File: src/rtl/axi_dma_pkg.sv
// rtl/axi_dma_pkg.sv - shared types and AXI constants for the DMA write path
package axi_dma_pkg;

  typedef enum logic [2:0] {
    IDLE,
    AW,
    W,
    B,
    DONE
  } state_t;

  localparam logic [1:0] AXI_BURST_INCR  = 2'b01;

  localparam logic [1:0] AXI_RESP_OKAY   = 2'b00;
  localparam logic [1:0] AXI_RESP_EXOKAY = 2'b01;
  localparam logic [1:0] AXI_RESP_SLVERR = 2'b10;
  localparam logic [1:0] AXI_RESP_DECERR = 2'b11;

  // AXI awsize encoding: log2 of bytes per beat
  function automatic logic [2:0] size_of(input int data_width);
    return 3'($clog2(data_width / 8));
  endfunction

endpackage

File: src/rtl/axi_dma_write.sv
// rtl/axi_dma_write.sv - AXI4 write master draining a FWFT FIFO into INCR bursts
module axi_dma_write
  import axi_dma_pkg::*;
#(
  parameter int ADDR_WIDTH = 32,
  parameter int DATA_WIDTH = 32,
  parameter int BURST_LEN  = 8,
  parameter int LEN_WIDTH  = 16
) (
  input  logic                    clk,
  input  logic                    reset,
  input  logic                    start,
  input  logic [ADDR_WIDTH-1:0]   start_addr,
  input  logic [LEN_WIDTH-1:0]    xfer_beats,
  output logic                    busy,
  output logic                    done,
  output logic                    error,
  input  logic [DATA_WIDTH-1:0]   fifo_rd_data,
  input  logic                    fifo_empty,
  output logic                    fifo_rd_en,
  output logic [ADDR_WIDTH-1:0]   awaddr,
  output logic [7:0]              awlen,
  output logic [2:0]              awsize,
  output logic [1:0]              awburst,
  output logic                    awvalid,
  input  logic                    awready,
  output logic [DATA_WIDTH-1:0]   wdata,
  output logic [DATA_WIDTH/8-1:0] wstrb,
  output logic                    wlast,
  output logic                    wvalid,
  input  logic                    wready,
  input  logic [1:0]              bresp,
  input  logic                    bvalid,
  output logic                    bready
);

  localparam int BYTE_SHIFT = $clog2(DATA_WIDTH / 8);
  localparam logic [LEN_WIDTH-1:0] BURST_MAX = LEN_WIDTH'(BURST_LEN);

  state_t                state;
  logic [ADDR_WIDTH-1:0] addr_reg;
  logic [LEN_WIDTH-1:0]  remaining;
  logic [8:0]            burst_beats;
  logic [8:0]            beat_cnt;
  logic                  w_fire;
  logic                  resp_err;

  // awlen for the next burst: a full burst, or whatever is left
  function automatic logic [7:0] next_awlen(input logic [LEN_WIDTH-1:0] rem);
    logic [LEN_WIDTH-1:0] beats;
    beats = (rem >= BURST_MAX) ? BURST_MAX : rem;
    return 8'(beats - LEN_WIDTH'(1));
  endfunction

  assign awsize     = size_of(DATA_WIDTH);
  assign awburst    = AXI_BURST_INCR;
  assign wstrb      = '1;
  assign wdata      = fifo_rd_data;
  assign wvalid     = (state == W) && !fifo_empty;
  assign w_fire     = wvalid && wready;
  assign fifo_rd_en = w_fire;
  assign wlast      = (state == W) && (beat_cnt == burst_beats - 9'd1);
  assign resp_err   = (bresp == AXI_RESP_SLVERR) || (bresp == AXI_RESP_DECERR);

  always_ff @(posedge clk) begin
    if (reset) begin
      state       <= IDLE;
      busy        <= 1'b0;
      done        <= 1'b0;
      error       <= 1'b0;
      awvalid     <= 1'b0;
      awaddr      <= '0;
      awlen       <= '0;
      bready      <= 1'b0;
      addr_reg    <= '0;
      remaining   <= '0;
      burst_beats <= '0;
      beat_cnt    <= '0;
    end else begin
      done <= 1'b0;
      case (state)
        IDLE: begin
          if (start) begin
            busy  <= 1'b1;
            error <= 1'b0;
            if (xfer_beats != '0) begin
              addr_reg  <= start_addr;
              remaining <= xfer_beats;
              awvalid   <= 1'b1;
              awaddr    <= start_addr;
              awlen     <= next_awlen(xfer_beats);
              state     <= AW;
            end else begin
              state <= DONE;
            end
          end
        end

        AW: begin
          if (awready) begin
            awvalid     <= 1'b0;
            burst_beats <= 9'(awlen) + 9'd1;
            beat_cnt    <= '0;
            state       <= W;
          end
        end

        W: begin
          if (w_fire) begin
            beat_cnt  <= beat_cnt + 9'd1;
            remaining <= remaining - LEN_WIDTH'(1);
            if (wlast) begin
              addr_reg <= addr_reg + (ADDR_WIDTH'(burst_beats) << BYTE_SHIFT);
              bready   <= 1'b1;
              state    <= B;
            end
          end
        end

        B: begin
          if (bvalid) begin
            bready <= 1'b0;
            // an error response abandons every remaining burst
            if (resp_err) begin
              error <= 1'b1;
              state <= DONE;
            end else if (remaining == '0) begin
              state <= DONE;
            end else begin
              awvalid <= 1'b1;
              awaddr  <= addr_reg;
              awlen   <= next_awlen(remaining);
              state   <= AW;
            end
          end
        end

        DONE: begin
          done  <= 1'b1;
          busy  <= 1'b0;
          state <= IDLE;
        end

        default: state <= IDLE;
      endcase
    end
  end

endmodule
File: config.mk
export PLATFORM = sky130hd
export DESIGN_NAME = axi_dma_write
export DESIGN_NICKNAME = d
export VERILOG_FILES = /design/src/rtl/axi_dma_pkg.sv /design/src/rtl/axi_dma_write.sv
export SDC_FILE = /design/constraint.sdc
export NUM_CORES = 1
export LEC_CHECK = 0
export CAP_MARGIN = 30
export CORE_ASPECT_RATIO = 1.2
export CORE_UTILIZATION = 45
export CTS_CLUSTER_SIZE = 24
export DETAILED_ROUTE_END_ITERATION = 7
export PLACE_DENSITY_LB_ADDON = 0.08
export SLEW_MARGIN = 20
export SYNTH_ARGS = -nofsm -noshare
export SYNTH_HDL_FRONTEND = slang
export SYNTH_SLANG_ARGS = --single-unit
File: constraint.sdc
create_clock -name clk -period 2.6 [get_ports clk]
set_input_delay 0.78 -clock clk [delete_from_list [all_inputs] [get_ports clk]]
set_output_delay 0.78 -clock clk [all_outputs]
set_load 0.02 [all_outputs]
==> key figures, run 1 <==
Run status
  • Result of the run: complete, but fails checks
  • Failing checks: setup timing

STA
  • Slew margin rel.: 46.25%
  • Final Hold Vio Count: 0
  • Peak Freq: 0.3646 GHz
  • Unrepaired setup endpoints after global routing: true
  • Slew at the pin closest to its max-slew limit: slightly above 0.8 ns
  • Accumulated negative setup slack: -0.1430 ns
  • Setup violations, final: 1
  • Worst hold slack: roughly 0.46 ns
  • Share of the cycle needed by the critical path after routing: 105.5%
  • Post-layout min period: 2.743 ns
  • Total count of max-transition violations in the final report: 0
  • Post-route setup slack: -0.1430 ns
  • Fin Clk Skew: roughly 0.0053 ns

Routing
  • Via count: 6870
  • Via-to-Cell Ratio: 5.558
  • Routed wire length per instance: 16.32 um
  • Number of design rule violations left after detail routing: 0
  • Remaining antenna violation count after routing: 0
  • Routed Wire Length: 20170 um
  • Detailed-routing iteration count for the pre-antenna-repair pass: 5
  • First DRT Iteration DRCs: 429

Clock network
  • Latest clock arrival within the worst-skew pair: 0.42 ns
  • CTS H-tree depth: 4
  • TritonCTS clock tree: yes
  • Clock Sinks: 114
  • Reg clk slew, reported paths: 0.05 ns
  • Inserted Clock Buffers: 17
  • Maximum clock insertion buffer count: 2
  • CTS root buf: clkbuf_16

Setup path
  • R2R cell count: 11
  • CP Data Required Time: around 1.8 ns
  • Worst Setup Path Type: reg -> out
  • Crit path to: wlast
  • R2r setup slk: 0.05 ns
  • Peak fanout along the critical path: 7
  • End of the worst register-to-register path: addr_reg[26]
  • Arrival time of the worst setup path: 1.96 ns
  • Startpoint Class: register
  • Kind of end point of the critical path: output pin
  • Crit. Startpoint: burst_beats[0]
  • Startpoint of the lowest-slack register-to-register path: burst_beats[3]

Synth
  • Synth Area per Inst: 7.829 um2
  • Post-Synthesis Cells: 887
  • Dominant register cell in the synthesized netlist: dfxtp_1
  • Distinct cell type count of the synthesized netlist: about 70
  • Most area-hungry cell type in the Yosys netlist: dfxtp_1
  • Seq cells post-synth: 114
  • Sequential-to-total area share from yosys stat: 32.86%
  • Cell types occupying the most area after synthesis: dfxtp_1 (33%), nand2_1 (7.8%), a311oi_2 (6.9%)
  • Proportion of register bits with asynchronous set or reset after synthesis: 0%
  • Total standard cell area after synthesis: about 6900 um2
  • Share of the synthesized area in the top cell type: 32.86%
  • Yosys warnings: 0
  • Number of synthesized flops with an enable pin: 0

Job
  • Maxcap violations: 0

Floorplanning
  • Site Rows: 49
  • Chip width: 115.4 um
  • Core Area: 15020 um2
  • Die area: approximately 16000 um2
  • Starting density of the core: between 40% and 50%
  • Die Ht: ~140 um
  • I/O pin total: 178

Global route
  • Maximum number of pins on one net before global-route repair: 82
  • Global-route wire length before repair: around 33000 um
  • Vias in the first global route: 6712
  • Antenna violations before repair: 0
  • Global route overflow: 0
  • All-layer global routing usage: 25.80%

Placed design
  • Port bufs: 103
  • HPWL after DPL: 14410 um
  • Routability cong.: 0.8973
  • Placed Area: about 8500 um2

Final layout
  • Commonest non-fill, non-tap cell in the layout: nand2_1
  • Cell area after layout: 9404 um2
  • Commonest cells after routing, fill and taps aside: nand2_1 (144), nor2_1 (109), dfxtp_1 (108)
  • Fraction of layout instances using a drive strength above 1: 20.54%
  • Number of inserted diodes: 0
  • Area growth from synthesis to layout: 35.42%
  • Net count reported at finish: 1124

Power
  • Highest ir drop seen on vdd: about 0.00055 V
  • Power density normalized to cell area: ~950 nW/um2
  • Static Leak: 3.668 nW

Worst hold path
  • Hold path start: awvalid
  • HP Class: reg -> reg
  • Min-Delay Path Depth: 2
[what timing repair did]
| item | 4_1_cts | 5_1_grt |
|---|---|---|
| gates resized for setup | 35 | 18 |
| cloned | 0 | 1 |
| buffers inserted | 3 | 5 |
| hold buffers | 0 | 0 |
| endpoints found under the setup margin | 10 | 63 |
| pin swaps | 10 | 8 |
| endpoints found under the hold margin | 0 | 0 |
[stage by stage]
stage               total power, mW  std cells  util [%]  worst slack, ns
floorplan                     4.746        894         -          0.08719
finish                        8.903       1236     62.61          -0.1430
global placement              5.929       1195     56.50          -0.3325
global route                  9.412       1236     62.61          -0.2554
CTS                           8.807       1230     61.58          -0.1384
detailed placement            6.046       1195     56.50          -0.4115
[cells by family (layout without fill, tap and decap cells)]
| family | after synthesis | count (layout) | share of synthesized area [%] |
|---|---|---|---|
| flops | 114 | 114 | 32.86 |
| compound gates | 233 | 233 | 25.86 |
| xor+xnor | 33 | 33 | 4.162 |
| buf+inv | 120 | 258 | 9.495 |
| simple gates | 360 | 360 | 23.23 |
| mux | 9 | 9 | 1.297 |
| fa+ha+maj | 16 | 16 | 2.991 |
| other cells | 2 | 9 | 0.1081 |
[synth_stat cells, types with 3 or more instances]
library cell and count:
nand3_1 28, nand2b_1 3, o21ai_0 40, nor3_1 14, a21o_1 4, clkbuf_1 40
ha_1 15, or2_2 3, nor4_1 8, nor3b_1 4, a311oi_2 32, dfxtp_1 114
buf_2 11, nor2_1 112, a22oi_1 10, buf_4 42, a22o_1 3, o32ai_1 9
o31ai_1 11, nand4_1 12, a32o_1 3, or3_1 3, o21a_1 3, o211ai_1 8
a211oi_1 16, o22ai_1 3, buf_6 5, a21oi_1 58, xor2_1 18, a31oi_1 8
o31a_1 5, nand2_1 144, inv_1 19, and3_1 14, xnor2_1 15, mux2i_1 9
[cell type report]
class,instances,area (um2)
fillers,1404,5617
multi-input cells,660,4204
flip-flops and latches,114,2290
repair buffers,206,1916
clock buffers,18,429.2
well taps,204,255.2
clock inverters,14,235.2
inverters,20,75.07
[routing by layer]
metal  routed length [um]  GRT usage, %
met3                  903         4.735
met4                  445         10.12
met5                    0             0
met1                 8758         31.38
met2                10070         44.34
[where the power goes]
part	total (mW)	internal, mW	switching [mW]
combinational	3.76	1.74	2.02
clock	2.65	1.79	0.858
sequential	2.49	2.14	0.353
[worst min-delay path by stage]
stage,endpoint
after floorplan,addr_reg[29]
after global placement,awvalid
after detailed placement,awvalid
after CTS,awvalid
after global routing,awvalid
final,awvalid
[critical path, stage by stage (launching register included)]
cell,delay (ns)
dfxtp_2,0.33
inv_2,0.06
ha_4,0.18
nand2_1,0.07
o31ai_2,0.20
o2111ai_2,0.17
nor2_1,0.15
nand3_1,0.11
nor2_1,0.12
buf_4,0.14
Power figures use the tool's default switching activity.
==> run 2, diff against run 1 <==
--- a/config.mk
+++ b/config.mk
@@ -7,11 +7,11 @@
 export LEC_CHECK = 0
 export CAP_MARGIN = 30
 export CORE_ASPECT_RATIO = 1.2
+export CORE_MARGIN = 3
 export CORE_UTILIZATION = 45
-export CTS_CLUSTER_SIZE = 24
 export DETAILED_ROUTE_END_ITERATION = 7
 export PLACE_DENSITY_LB_ADDON = 0.08
-export SLEW_MARGIN = 20
+export SLEW_MARGIN = 5
 export SYNTH_ARGS = -nofsm -noshare
 export SYNTH_HDL_FRONTEND = slang
 export SYNTH_SLANG_ARGS = --single-unit
==> run 2 against run 1 <==
  * The run still ends with setup timing left
  * Critical path type unchanged
  * Via count is 0.48% higher
  * Clock skew is 0.0029 ns higher
  * Sequential cell count stayed put
  * Critical endpoint unchanged
==> key figures, run 2 (synthesis gave the netlist of run 1 again) <==
Run status
  • Result of the run: complete, but fails checks
  • Failing checks: setup timing

Setup path
  • Worst Setup Path Type: reg -> out
  • Kind of end point of the critical path: output pin
  • Startpoint Class: register
  • Peak fanout along the critical path: 4
  • CP Data Required Time: between 1.5 and 2 ns
  • Arrival time of the worst setup path: around 2.0 ns

Final layout
  • Number of inserted diodes: 0
  • Cell area after layout: slightly above 9000 um2
  • Final Instance Count excl. Fillers: 1232
  • Commonest non-fill, non-tap cell in the layout: nand2_1
  • Area growth from synthesis to layout: 33.62%
  • Net count reported at finish: 1120
  • Commonest cells after routing, fill and taps aside: nand2_1 (144), dfxtp_1 (108), nor2_1 (107)
  • Fraction of layout instances using a drive strength above 1: about 20%

Clock network
  • Latest clock arrival within the worst-skew pair: between 0.4 and 0.5 ns
  • Clock Sinks: 114
  • TritonCTS clock tree: yes
  • Maximum clock insertion buffer count: 2
  • Reg clk slew, reported paths: about 0.050 ns
  • Inserted Clock Buffers: 17
  • CTS root buf: clkbuf_16
  • CTS H-tree depth: 4

Power
  • Switching Fraction: 36.87%
  • Pint: ~5.4 mW
  • Static Leak: between 3 and 4 nW
  • Combinational cell fraction of total power: 42.5%
  • Highest ir drop seen on vdd: 0.0005616 V
  • Power share of the clock group: roughly 29%
  • Power density normalized to cell area: 928.3 nW/um2
  • Net Switching: approximately 3.2 mW
  • Part of the power in registers: 29.0%

STA
  • Slew at the pin closest to its max-slew limit: 0.8377 ns
  • Setup violations, final: 1
  • Total count of max-transition violations in the final report: 0
  • Slew margin rel.: 44.15%
  • Fin Clk Skew: about 0.0082 ns
  • Share of the cycle needed by the critical path after routing: 107.5%
  • Post-route setup slack: -0.1956 ns
  • Unrepaired setup endpoints after global routing: true
  • Final Hold Vio Count: 0
  • Worst hold slack: 0.4704 ns
  • Post-layout min period: 2.796 ns
  • Peak Freq: 0.3577 GHz

Floorplanning
  • I/O pin total: 178
  • Die Ht: 142.1 um
  • Die area: 16960 um2
  • Starting density of the core: between 40% and 50%
  • Chip width: 119.4 um
  • Core Area: 15080 um2
  • Site Rows: 49

Routing
  • Via-to-Cell Ratio: between 5 and 6
  • Number of design rule violations left after detail routing: 0
  • Via count: 6903
  • Detailed-routing iteration count for the pre-antenna-repair pass: 5
  • Remaining antenna violation count after routing: 0
  • First DRT Iteration DRCs: 413
  • Routed wire length per instance: around 16 um
  • Routed Wire Length: 20120 um

Placed design
  • # placed instances: 1191
  • Port bufs: 103
  • HPWL after DPL: between 10000 and 15000 um
  • Routability cong.: just under 0.9
  • Placed Area: 8432 um2
  • Worst slack after detailed placement: -0.4584 ns

Job
  • Maxcap violations: 0

Global route
  • Busiest layer in global routing: met2
  • Met3 Track Usage GR: 5.129%
  • All-layer global routing usage: 23.75%
  • Grt met1 use: 29.01%
  • Global-route wire length before repair: roughly 33000 um
  • Met2 track utilization from global routing: approximately 41%
  • Global route overflow: 0
  • Vias in the first global route: 6737
  • Antenna violations before repair: 0
  • Maximum number of pins on one net before global-route repair: 82

Worst hold path
  • HP Class: reg -> reg
[run 2: cell types whose count changed in the layout (fill, tap and decap cells not counted), moves of 2 or more]
cell	previous run	this run
clkbuf_8	0	5
bufinv_16	6	3
buf_12	7	5
clkinvlp_4	3	1
dfxtp_4	0	3
dfxtp_2	6	3
nor2_1	109	107
nor2_2	2	4
[run 2: area by class of cell]
cell class                      count  area (um2)
Tap cell                          204       255.2
Clock buffer                       23       498.0
Timing Repair Buffer              202        1836
Sequential cell                   114        2297
Inverter                           20       75.07
Clock inverter                      9       126.4
Fill cell                        1421        5803
Multi-Input combinational cell    660        4192
[run 2: repair_timing]
| action | CTS | global route |
|---|---|---|
| buffers inserted | 4 | 5 |
| hold buffers | 0 | 0 |
| gates resized for setup | 35 | 21 |
| setup endpoints to repair | 10 | 57 |
| pin swaps | 14 | 5 |
[run 2: path summary, 6_finish.rpt]
kind / startpoint / end / slack (ns) / depth (start not counted)
max reg2reg: remaining[12] / awaddr[6] / 0.13 / 8
min reg2reg: awvalid / awvalid / 0.47 / 2
max: burst_beats[5] / wlast / -0.20 / 8
min: awvalid / awvalid / 0.47 / 2
[run 2: layer usage]
metal | up-vias | wire length (um)
li1 | 3388 | -
met1 | 3278 | 8726
met2 | 205 | 10030
met3 | 32 | 941
met4 | 0 | 426
met5 | - | 0
[run 2: power by group through the flow]
stage	logic (mW)	registers, mW	clock network, mW
2_1_floorplan	2.12	2.63	0
3_3_place_gp	3.36	2.49	0
3_5_place_dp	3.46	2.51	0
4_1_cts	3.58	2.49	2.49
5_1_grt	3.99	2.55	2.58
6_report	3.66	2.50	2.46
[run 2: per-stage QoR]
stage          power [mW]  util (%)  setup TNS, ns
2_1_floorplan       4.746         -              0
3_3_place_gp        5.845     55.91         -15.78
3_5_place_dp        5.970     55.91         -26.03
4_1_cts             8.558     60.78        -0.1697
5_1_grt             9.122     61.52        -0.3573
6_report            8.613     61.52        -0.1956
[run 2: worst max-delay path: stages, from the launching register on]
cell and delay, ns:
dfxtp_4 0.37, nor4_4 0.34, buf_4 0.17, o21ai_1 0.05
a21oi_1 0.16, o211ai_1 0.15, nand3_1 0.15, nor2_1 0.06
buf_4 0.15
